===== src/rtl/barrier_damage_tracker.sv =====
//------------------------------------------------------------------------------
// Module  : barrier_damage_tracker
// Brief   : Per-block barrier health store with hit/decrement FSM and restore
//           sweep. Optional BARRIER_DESTROY_CNT_EN adds a destroyed-block count.
// Revision: 1.0 - initial release
//------------------------------------------------------------------------------
`default_nettype none

module barrier_damage_tracker #(
  parameter int NUM_BARR   = 4,
  parameter int MAX_HEALTH = 3
) (
  input  logic       clk,
  input  logic       rst,
  input  logic       hit_valid,
  input  logic [1:0] hit_barrier,
  input  logic [1:0] hit_x,
  input  logic [1:0] hit_y,
  output logic       hit_ready,
  output logic       hit_done,
  output logic       hit_absorbed,
  input  logic       restore_req,
  output logic       busy,
  input  logic [1:0] rd_barrier,
  input  logic [1:0] rd_x,
  input  logic [1:0] rd_y,
  output logic [1:0] rd_health
`ifdef BARRIER_DESTROY_CNT_EN
  ,
  output logic [6:0] destroyed_cnt
`endif
);

  localparam int         DEPTH    = NUM_BARR * 16;
  localparam logic [2:0] NB       = 3'(NUM_BARR);
  localparam logic [1:0] MAX_H    = 2'(MAX_HEALTH);
  localparam logic [5:0] LAST_IDX = 6'(DEPTH - 1);

  localparam logic [1:0] S_IDLE    = 2'd0;
  localparam logic [1:0] S_APPLY   = 2'd1;
  localparam logic [1:0] S_RESTORE = 2'd2;

  logic [1:0] state_q, state_d;
  logic [5:0] hit_idx_q, hit_idx_d;
  logic       hit_ok_q, hit_ok_d;
  logic [5:0] sweep_idx_q, sweep_idx_d;
  logic [1:0] health_q [DEPTH];
  logic [1:0] rd_health_q;
  logic [1:0] cur_health;
  logic       rd_ok;

  assign hit_ready = (state_q == S_IDLE) && !restore_req;
  assign busy      = (state_q == S_RESTORE);
  assign rd_health = rd_health_q;
  assign rd_ok     = ({1'b0, rd_barrier} < NB);

  assign cur_health = hit_ok_q ? health_q[hit_idx_q] : 2'd0;
  // Gated by rst so an aborted hit never shows a completion pulse.
  assign hit_done     = (state_q == S_APPLY) && !rst;
  assign hit_absorbed = hit_done && (cur_health != 2'd0);

  always_comb begin
    state_d     = state_q;
    hit_idx_d   = hit_idx_q;
    hit_ok_d    = hit_ok_q;
    sweep_idx_d = sweep_idx_q;
    case (state_q)
      S_IDLE: begin
        if (restore_req) begin
          state_d     = S_RESTORE;
          sweep_idx_d = 6'd0;
        end else if (hit_valid) begin
          hit_idx_d = {hit_barrier, hit_y, hit_x};
          hit_ok_d  = ({1'b0, hit_barrier} < NB);
          state_d   = S_APPLY;
        end
      end
      S_APPLY: state_d = S_IDLE;
      S_RESTORE: begin
        if (sweep_idx_q == LAST_IDX) begin
          state_d     = S_IDLE;
          sweep_idx_d = 6'd0;
        end else begin
          sweep_idx_d = sweep_idx_q + 6'd1;
        end
      end
      default: state_d = S_IDLE;
    endcase
  end

  always_ff @(posedge clk) begin
    if (rst) begin
      state_q     <= S_IDLE;
      hit_idx_q   <= 6'd0;
      hit_ok_q    <= 1'b0;
      sweep_idx_q <= 6'd0;
    end else begin
      state_q     <= state_d;
      hit_idx_q   <= hit_idx_d;
      hit_ok_q    <= hit_ok_d;
      sweep_idx_q <= sweep_idx_d;
    end
  end

  always_ff @(posedge clk) begin
    if (rst) begin
      for (int i = 0; i < DEPTH; i++) begin
        health_q[i] <= MAX_H;
      end
    end else if (hit_absorbed) begin
      health_q[hit_idx_q] <= cur_health - 2'd1;
    end else if (state_q == S_RESTORE) begin
      health_q[sweep_idx_q] <= MAX_H;
    end
  end

  // Nonblocking read returns the pre-write value on a same-cycle update.
  always_ff @(posedge clk) begin
    if (rst) begin
      rd_health_q <= 2'd0;
    end else if (rd_ok) begin
      rd_health_q <= health_q[{rd_barrier, rd_y, rd_x}];
    end else begin
      rd_health_q <= 2'd0;
    end
  end

`ifdef BARRIER_DESTROY_CNT_EN
  logic [6:0] destroyed_q;

  assign destroyed_cnt = destroyed_q;

  always_ff @(posedge clk) begin
    if (rst) begin
      destroyed_q <= 7'd0;
    end else if ((state_q == S_IDLE) && restore_req) begin
      destroyed_q <= 7'd0;
    end else if (hit_absorbed && (cur_health == 2'd1)) begin
      destroyed_q <= destroyed_q + 7'd1;
    end
  end
`endif

endmodule

`default_nettype wire


===== config.mk =====
export PLATFORM = sky130hd
export DESIGN_NAME = barrier_damage_tracker
export DESIGN_NICKNAME = d
export VERILOG_FILES = /design/src/rtl/barrier_damage_tracker.sv
export SDC_FILE = /design/constraint.sdc
export NUM_CORES = 1
export LEC_CHECK = 0
export ABC_AREA = 0
export BUFFER_PORTS_ARGS = -buffer_cell sky130_fd_sc_hd__buf_2
export CAP_MARGIN = 40
export CORE_MARGIN = 2
export CORE_UTILIZATION = 28
export DETAILED_ROUTE_END_ITERATION = 16
export PLACE_DENSITY = 0.44
export RECOVER_POWER = 50
export SLEW_MARGIN = 20
export SYNTH_ARGS = -nofsm -noshare
export SYNTH_HDL_FRONTEND = slang
export SYNTH_SLANG_ARGS = --single-unit

===== constraint.sdc =====
create_clock -name clk -period 4.4 [get_ports clk]
set_input_delay 0.88 -clock clk [delete_from_list [all_inputs] [get_ports clk]]
set_output_delay 0.88 -clock clk [all_outputs]
set_load 0.01 [all_outputs]

# ---- After elaboration in Yosys (flattened, before gate mapping)
# Memories as Yosys holds them, arrays and structs flattened. A register that Yosys moved wholly into a read port is not among the register bits.
# Cells that the tools add are included.
# Widths: inputs -> output; s select.
dict set report word_totals {
  wordCells 52
  out_inout_bits 6
  mem_bits_rw 128
  reg_bits 15
  n_memories 1
  in_bits 16
}
# memory depth width read_ports rd_clocked_by_memory_dff write_ports line_no
set memory_table {}
lappend memory_table {health_q 64 2 2 2 64 47} ;# logic [1:0] health_q [DEPTH];
dict set report classes {
  n_eq_ne 6
  n_reduce_logical 13
  addsub 2
  n_mux 25
  n_bitwise 1
}
# cell n
set op_table {}
lappend op_table {{$mux 6} 6}
lappend op_table {{$mux 2} 6}
lappend op_table {{$pmux 6 s2} 1}
lappend op_table {{$mux 1} 11}
lappend op_table {{$add 6x1->6 const B} 1}
lappend op_table {{$eq 6x6->1 const B} 1}
lappend op_table {{$pmux 2 s2} 1}
lappend op_table {{$reduce_and 2->1} 2}
lappend op_table {{$reduce_bool 2->1} 2}
lappend op_table {{$reduce_or 2->1} 2}
lappend op_table {{$logic_and 1x1->1} 3}
lappend op_table {{$ne 3x3->1 const B} 1}
lappend op_table {{$reduce_and 3->1} 1}
lappend op_table {{$eq 2x1->1 const B} 1}
lappend op_table {{$eq 2x2->1 const B} 1}
lappend op_table {{$logic_not 1->1} 2}
lappend op_table {{$logic_not 2->1} 1}
lappend op_table {{$ne 2x1->1 const B} 1}
lappend op_table {{$ne 2x2->1 const B} 1}
lappend op_table {{$sub 2x1->2 const B} 1}
lappend op_table {{$not 1->1} 1}

# ---- Longest topological paths before layout
# Gate-level depths: netlist of the first run.
dict set report logic_depth {
  depth_word 9
  depth_mapped 17
  depth_no_buf 13
}

# ---- Worst setup path after synthesis of the first run
# Ideal clock, no wire load.
dict set report synth_path {
  kind {flip-flop to flip-flop}
  from {reg with a tool-made name}
  to {mem health_q[22][0] (enable)}
  stages_incl_launch_ff 17
  required_ps 4147
  period_less_slack_ps 3414
  arrival_ps 3161
  n_path_buf 4
  setup_slack_ps 986
  setup_ps 253
  cell_sequence {dfxtp_1 -> buf_6 -> buf_12 -> buf_2 -> mux4_2 -> mux4_2 -> inv_1 -> a21oi_1 -> a31oi_1 -> ha_1 -> nor2b_1 -> a2bb2oi_1 -> nor2_1 -> nand2b_1 -> clkbuf_1 -> nor2_1 -> or2_2}
}
# element line_no
set synth_lines {}
lappend synth_lines {{end: declaration} 47}

==> results.toml, run 1 <==
[setup_path]
crit_arrival_ns = 3.18
rrSetupSlack_ns = 0.34
required_time_at_the_endpoint_of_the_critical_path_ns = 3.52
critical_path_startpoint_category = "flip-flop"
timing_worst_setup_path_type = "reg2out"
worstSetupEndpointType = "output pin"
cp_max_fo = 8
timing.rr.end = "health_q[6][1]"
r2r.worst_path.cells = 14
endpoint = "hit_absorbed"

[timing]
worst_pin_slew_ns = 1.33
slew_viol_final = 0
finalSetupViolCount = 0
final.period_utilization = 0.922
max_clock_freq_mhz = 247
hold_viol_final = 0
grt_setup_unrepaired = "no"
tns_ns = 0
post_route_clock_skew_ns = 0.0121
min_period_ns = 4.06
max_slew_margin = 0.116

[floorplanning]
floorplan.core_area_um2 = 30400
pin_count = 22
placement_rows = 64
fp.dieArea_um2 = 32100
fp.dieW_um = 179
chipHeight_um = 179
start_util = 0.282

[drt]
routed_wirelength_normalized_by_instance_count_um = 22.2
detail_route.drc_violations = 0
detail_route.vias_per_cell = 5.18
drt_iter0_drc = 520
routed-via-count = 5993
antenna_left = 0
drt_pre_antenna_iters = 5
totalWireLength_mm = 25.6

[final_layout]
antenna_cells_inserted = 0
nets_finish = 765
drive_above_1_share = 0.274
layout.filler_cells = 3102
synthToLayoutAreaGrowth_pct = 12.4
final_area_um2 = 9660

[global_routing]
initial_antenna_violation_count = 0
globalRoute.totalOverflow = 0
first_pass_grt_wire_length_mm = 38.4
grt_start_max_net_pins = 57
number_of_global_route_vias_before_repair = 5856
grt_resource_usage_total = 0.166

[pwr]
ir_worst_vdd_mv = 0.206
leakage_nw = 2.48
power_per_cell_area_nw_per_um2 = 342

[logic_synthesis]
synth_xor_area_frac = 0
ys_warn_count = 0
yosys-mux-area-fraction = 0.205
syn-num-nets = 763
syn_area_per_cell_um2 = 11.5
synth.ff_latch_count = 151
post_synth_instance_area_um2 = 8600
synthCells = 745
synth.lib_cells_used.distinct = 52
compound_gate_fraction_of_synth_area = 0.0825
synth_simple_gate_area_share = 0.172
post_synthesis_adder_cell_area_fraction = 0.00291
synth_sequential_area_ratio = 0.501
synth_top_family_by_area = "multiplexers"

[clock_network]
post_cts_resize_count = 0
postCtsHoldBufs = 0
clock_insertion_delay_worst_skew_ns = 0.43
cts_post_setup_buffers_inserted = 0
cts_num_sinks = 151
cts.reportedPaths.clkPinSlew_ns = 0.07
numCtsBuffers = 17
clock_tree.root_cell = "sky130_fd_sc_hd__clkbuf_16"
ctsHtreeMaxLevel = 4
cts-root-to-sink-buffers = 2
tritoncts_clock_tree = "done"

[place]
dpl_cell_area_um2 = 9090
gpl.final_weighted_congestion = 0.777
port_buffers = 21
half_perimeter_wire_length_after_placement_mm = 17.6

[outcome]
outcome = "finished clean"

[flow_run]
timing.max_cap.violations = 0

[hold_path]
path_category_of_the_worst_min_delay_check = "reg2reg"
==> state kept, by name, summed over array words and instances, names as in the netlist, named ones only <==
name / count
health_q: 128
hit_idx_q: 6
sweep_idx_q: 6
rd_health: 2
state_q: 2
hit_ok_q: 1
==> how the worst min path moves through the flow <==
stage | to | depth (start not counted) | slack (ns) | start
floorplan | flip-flop | 2 | 0.49 | hit_idx_q[4]
global placement | hit_idx_q[4] | 2 | 0.54 | hit_idx_q[4]
detailed placement | hit_idx_q[4] | 2 | 0.53 | hit_idx_q[4]
CTS | hit_idx_q[4] | 2 | 0.54 | hit_idx_q[4]
global route | hit_idx_q[4] | 2 | 0.58 | hit_idx_q[4]
finish | hit_idx_q[4] | 2 | 0.54 | hit_idx_q[4]
==> report_power, final <==
group | leakage (nW) | total, mW | internal [mW] | switching (mW)
clock | 0.272 | 1.46 | 0.793 | 0.664
combinational | 1.14 | 0.277 | 0.0928 | 0.184
sequential | 1.07 | 1.58 | 1.56 | 0.0199
==> per-stage QoR <==
stage	cells	total power, mW	utilization	worst slack [ns]	hold slack [ns]
after global placement	1121	1.88	0.298	0.494	0.537
after floorplan	745	1.79	-	0.986	0.488
after CTS	1154	3.33	0.317	0.357	0.544
final	1156	3.31	0.318	0.344	0.543
after global routing	1156	3.41	0.318	0.114	0.578
after detailed placement	1122	1.89	0.299	0.362	0.534
==> metal layers <==
layer / wire, um / GRT usage
met4: 400 / 0.0410
met2: 11800 / 0.256
met5: 0 / 0
met3: 1320 / 0.0337
met1: 12100 / 0.237
==> placed cells by master, fill, tap and decap left out, drive strengths merged, types with 3 or more instances in the layout <==
cell type	instances
edfxtp	128
nand2	95
nor2	84
o21ai	73
or2	66
mux4	60
buf	36
clkbuf	25
dfxtp	23
mux2i	22
a21oi	15
mux2	15
nand3	14
nor3	13
nand2b	11
inv	10
nand3b	9
nor2b	8
o22ai	8
a221oi	5
clkinv	5
a22oi	3
clkinvlp	3
o221ai	3
==> synthesized netlist by cell type (all sizes together) <==
cell / count / area, um^2
o41ai: 1 / 8.76
o22ai: 8 / 50.1
a311oi: 1 / 8.76
nand2b: 11 / 68.8
a22o: 1 / 8.76
o21bai: 2 / 15.0
nor2b: 8 / 50.1
or4: 1 / 7.51
nand3b: 9 / 67.6
nand4: 1 / 6.26
mux4: 60 / 1370
inv: 4 / 15.0
nor3: 13 / 75.1
a21o: 2 / 15.0
o21ai: 73 / 365
and3: 1 / 6.26
a31oi: 2 / 12.5
and2: 2 / 12.5
buf: 24 / 163
o211ai: 2 / 20.0
dfxtp: 23 / 460
a2bb2oi: 1 / 8.76
nor3b: 2 / 15.0
a22oi: 3 / 22.5
o31ai: 1 / 7.51
or3b: 1 / 8.76
a21oi: 15 / 75.1
ha: 2 / 25.0
or3: 1 / 6.26
clkbuf: 37 / 141
nand3: 14 / 70.1
edfxtp: 128 / 3840
a221oi: 5 / 50.0
o221ai: 3 / 32.5
nand2: 95 / 357
nor2: 84 / 315
or2: 66 / 413
mux2i: 22 / 220
mux2: 15 / 169
o31a: 1 / 8.76
==> final cells by class <==
| cell class | instances | area [um^2] | share of cell area |
|---|---|---|---|
| Tap cell | 396 | 495 | 0.0513 |
| Multi-Input combinational cell | 529 | 3980 | 0.412 |
| Inverter | 4 | 15.0 | 0.00155 |
| Clock buffer | 17 | 425 | 0.0440 |
| Sequential cell | 151 | 4310 | 0.445 |
| Clock inverter | 15 | 145 | 0.0150 |
| Timing Repair Buffer | 44 | 297 | 0.0307 |
==> logic make-up (layout without fill, tap and decap cells) <==
kind of cell	count (synthesis)	in the layout
AOI/OAI and AO/OA	121	121
adders and majority gates	2	2
buffers and inverters	65	80
DFF	151	151
muxes	97	97
and+or+nand+nor	309	309
==> worst max-delay path, cell delays in order, from the launching register on <==
cell                       delay [ns]
sky130_fd_sc_hd__dfxtp_1         0.45
sky130_fd_sc_hd__buf_4           0.24
sky130_fd_sc_hd__mux4_1          0.65
sky130_fd_sc_hd__mux4_2          0.49
sky130_fd_sc_hd__o211ai_1        0.17
sky130_fd_sc_hd__a21oi_1         0.06
sky130_fd_sc_hd__a31oi_1         0.21
sky130_fd_sc_hd__ha_1            0.25
sky130_fd_sc_hd__nor2b_1         0.07
sky130_fd_sc_hd__buf_2           0.14
(Power assumes the default switching activity.)
==> run 2, diff against run 1 <==
PLACE_DENSITY = 0.46   (was 0.44)
clock period = 3.3 ns   (was 4.4 ns; I/O delays follow)
==> results.toml, run 2 (synthesis results as in run 1) <==
[timing]
hold_viol_final = 0
worst_pin_slew_ns = 0.800
grt_setup_unrepaired = "yes"
slew_viol_final = 0
final.period_utilization = 1.08
max_slew_margin = 0.467
post_route_clock_skew_ns = 0.0113
max_clock_freq_mhz = 280
min_period_ns = 3.57
finalSetupViolCount = 224
tns_ns = -20.30
finalWorstSetupSlack_ns = -0.267

[setup_path]
critical-path-max-stage-delay_ns = 0.53
path_cells = "buf_12 > buf_4 > mux4_2 > mux4_2 > inv_2 > a21oi_1 > a31oi_1 > ha_2 > buf_4 > nor2b_1 > buf_2"
r2r.worst_path.cells = 16
cp_max_fo = 11
crit_arrival_ns = 2.91
cp_slowest_cell = "sky130_fd_sc_hd__mux4_2"
timing_worst_setup_path_type = "reg2out"
rrSetupSlack_ns = -0.19
required_time_at_the_endpoint_of_the_critical_path_ns = 2.64
worstSetupEndpointType = "output pin"
timing.rr.end = "health_q[53][0]"
critical_path_startpoint_category = "flip-flop"

[global_routing]
first_pass_grt_wire_length_mm = 39.8
grt_use_met2 = 0.266
grt_start_max_net_pins = 51
met1_usage = 0.240
global_route_hottest_layer = "met2"
initial_antenna_violation_count = 1
met3_usage = 0.0367
number_of_global_route_vias_before_repair = 6309
globalRoute.totalOverflow = 0
grt_resource_usage_total = 0.170

[final_layout]
synthToLayoutAreaGrowth_pct = 27.9
biggestRegsByFlops = "health_q (128), hit_idx_q (6), sweep_idx_q (6)"
nets_finish = 836
antenna_cells_inserted = 0
largest_reg_flops = 128
drive_above_1_share = 0.430
final_common_cell = "sky130_fd_sc_hd__edfxtp_1"
largest_register = "health_q"
final-seq-area_um2 = 4310
most_frequent_cells_in_the_layout = "sky130_fd_sc_hd__edfxtp_1 (128), sky130_fd_sc_hd__nand2_1 (88), sky130_fd_sc_hd__buf_4 (68), sky130_fd_sc_hd__mux4_2 (59), sky130_fd_sc_hd__or2_4 (52)"
multi_input_area_um2 = 4480
layout.filler_cells = 3014
fin_util = 0.361

[pwr]
power_per_cell_area_nw_per_um2 = 420
p_int_mw = 3.47
combPwrFrac = 0.110
clkPwrFrac = 0.436
ir_worst_vdd_mv = 0.298
p_seq_frac = 0.454
net_switching_share_of_the_total_power = 0.248
totalPowerFinal_mw = 4.62
leakage_nw = 3.05
total_switching_power_mw = 1.15

[hold_path]
path_category_of_the_worst_min_delay_check = "in2reg"
worst_hold_path.num_cells = 2
min-delay-start = "rd_barrier[1]"
holdPathEnd = "rd_health[1]"

[clock_network]
cts.reportedPaths.clkPinSlew_ns = 0.07
cts-root-to-sink-buffers = 2
cts_num_sinks = 151
clock_insertion_delay_worst_skew_ns = 0.43
ctsHtreeMaxLevel = 4
numCtsBuffers = 17
clock_tree.root_cell = "sky130_fd_sc_hd__clkbuf_16"
tritoncts_clock_tree = "done"

[drt]
detail_route.vias_per_cell = 5.19
routed-via-count = 6364
drt_iter0_drc = 548
antenna_left = 0
detail_route.drc_violations = 0
totalWireLength_mm = 26.2
drt_pre_antenna_iters = 5
routed_wirelength_normalized_by_instance_count_um = 21.3

[floorplanning]
start_util = 0.282
chipHeight_um = 179
fp.dieArea_um2 = 32100
placement_rows = 64
floorplan.core_area_um2 = 30400
fp.dieW_um = 179
pin_count = 22

[outcome]
violations = "setup timing"
outcome = "finished, violations left"

[place]
half_perimeter_wire_length_after_placement_mm = 17.7
port_buffers = 21
gpl.final_weighted_congestion = 0.783

[flow_run]
timing.max_cap.violations = 0
run 2: changes by cell type in the layout (fill, tap and decap cells not counted), moves of 7 or more:
cell,delta
sky130_fd_sc_hd__nor2_1,-41
sky130_fd_sc_hd__buf_4,+52
sky130_fd_sc_hd__nor2_2,+14
sky130_fd_sc_hd__o21ai_0,-25
sky130_fd_sc_hd__nor2_4,+27
sky130_fd_sc_hd__buf_12,+12
sky130_fd_sc_hd__nand2_1,-7
sky130_fd_sc_hd__o21ai_1,+25
sky130_fd_sc_hd__or2_2,-52
sky130_fd_sc_hd__or2_4,+52
run 2: worst max path at each step:
stage | end | cells past startpoint | startpoint
after CTS | hit_absorbed | 11 | flip-flop
after floorplan | health_q[22][0] | 16 | flip-flop
after global placement | health_q[1][1] | 15 | flip-flop
after detailed placement | health_q[1][0] | 15 | flip-flop
after global routing | hit_absorbed | 11 | flip-flop
final | hit_absorbed | 11 | flip-flop
run 2: power by group through the flow:
stage          combinational [mW]  clock, mW  sequential, mW
2_1_floorplan               0.263          0            2.13
3_3_place_gp                0.422          0            2.14
3_5_place_dp                0.420          0            2.14
4_1_cts                     0.479       2.03            2.10
5_1_grt                     0.542       2.12            2.10
6_report                    0.506       2.02            2.10
run 2: cell type report:
type                       instances  area share
clock buffer                      25      0.0510
clock inverter                     7     0.00455
inverter                           4     0.00137
multi-input combinational        529       0.407
sequential                       151       0.392
tap                              396      0.0451
timing repair buffer             115      0.0991
run 2: routing by layer:
metal	routed length [um]	part of all wire
met5	0	0
met4	350	0.013
met3	1430	0.055
met2	12300	0.47
met1	12100	0.46
run 2: metrics by stage:
step / cells / area [um^2] / hold WS [ns] / worst slack (ns)
after global placement: 1176 / 9610 / 0.553 / -0.342
after floorplan: 745 / 8620 / 0.488 / -0.000558
after detailed placement: 1176 / 9610 / 0.556 / -0.390
final: 1227 / 11000 / 0.465 / -0.267
after global routing: 1227 / 11000 / 0.471 / -0.381
after CTS: 1222 / 10700 / 0.456 / -0.284
run 2: worst max-delay path, delay by kind of cell (launching register included):
| kind | cells | cell delay (ns) |
|---|---|---|
| flip-flops | 1 | 0.34 |
| multiplexers | 2 | 1.02 |
| AND/OR/NAND/NOR | 1 | 0.04 |
| adder cells (fa/ha/maj) | 1 | 0.22 |
| buffers and inverters | 5 | 0.61 |
| AO/OA/AOI/OAI | 2 | 0.24 |
run 2: repair_timing:
item | 4_1_cts | 5_1_grt
pin swaps | 2 | 8
setup buffers | 13 | 2
setup endpoints to repair | 251 | 253
gates cloned | 1 | 3
resized for setup | 118 | 76
hold buffers | 0 | 0
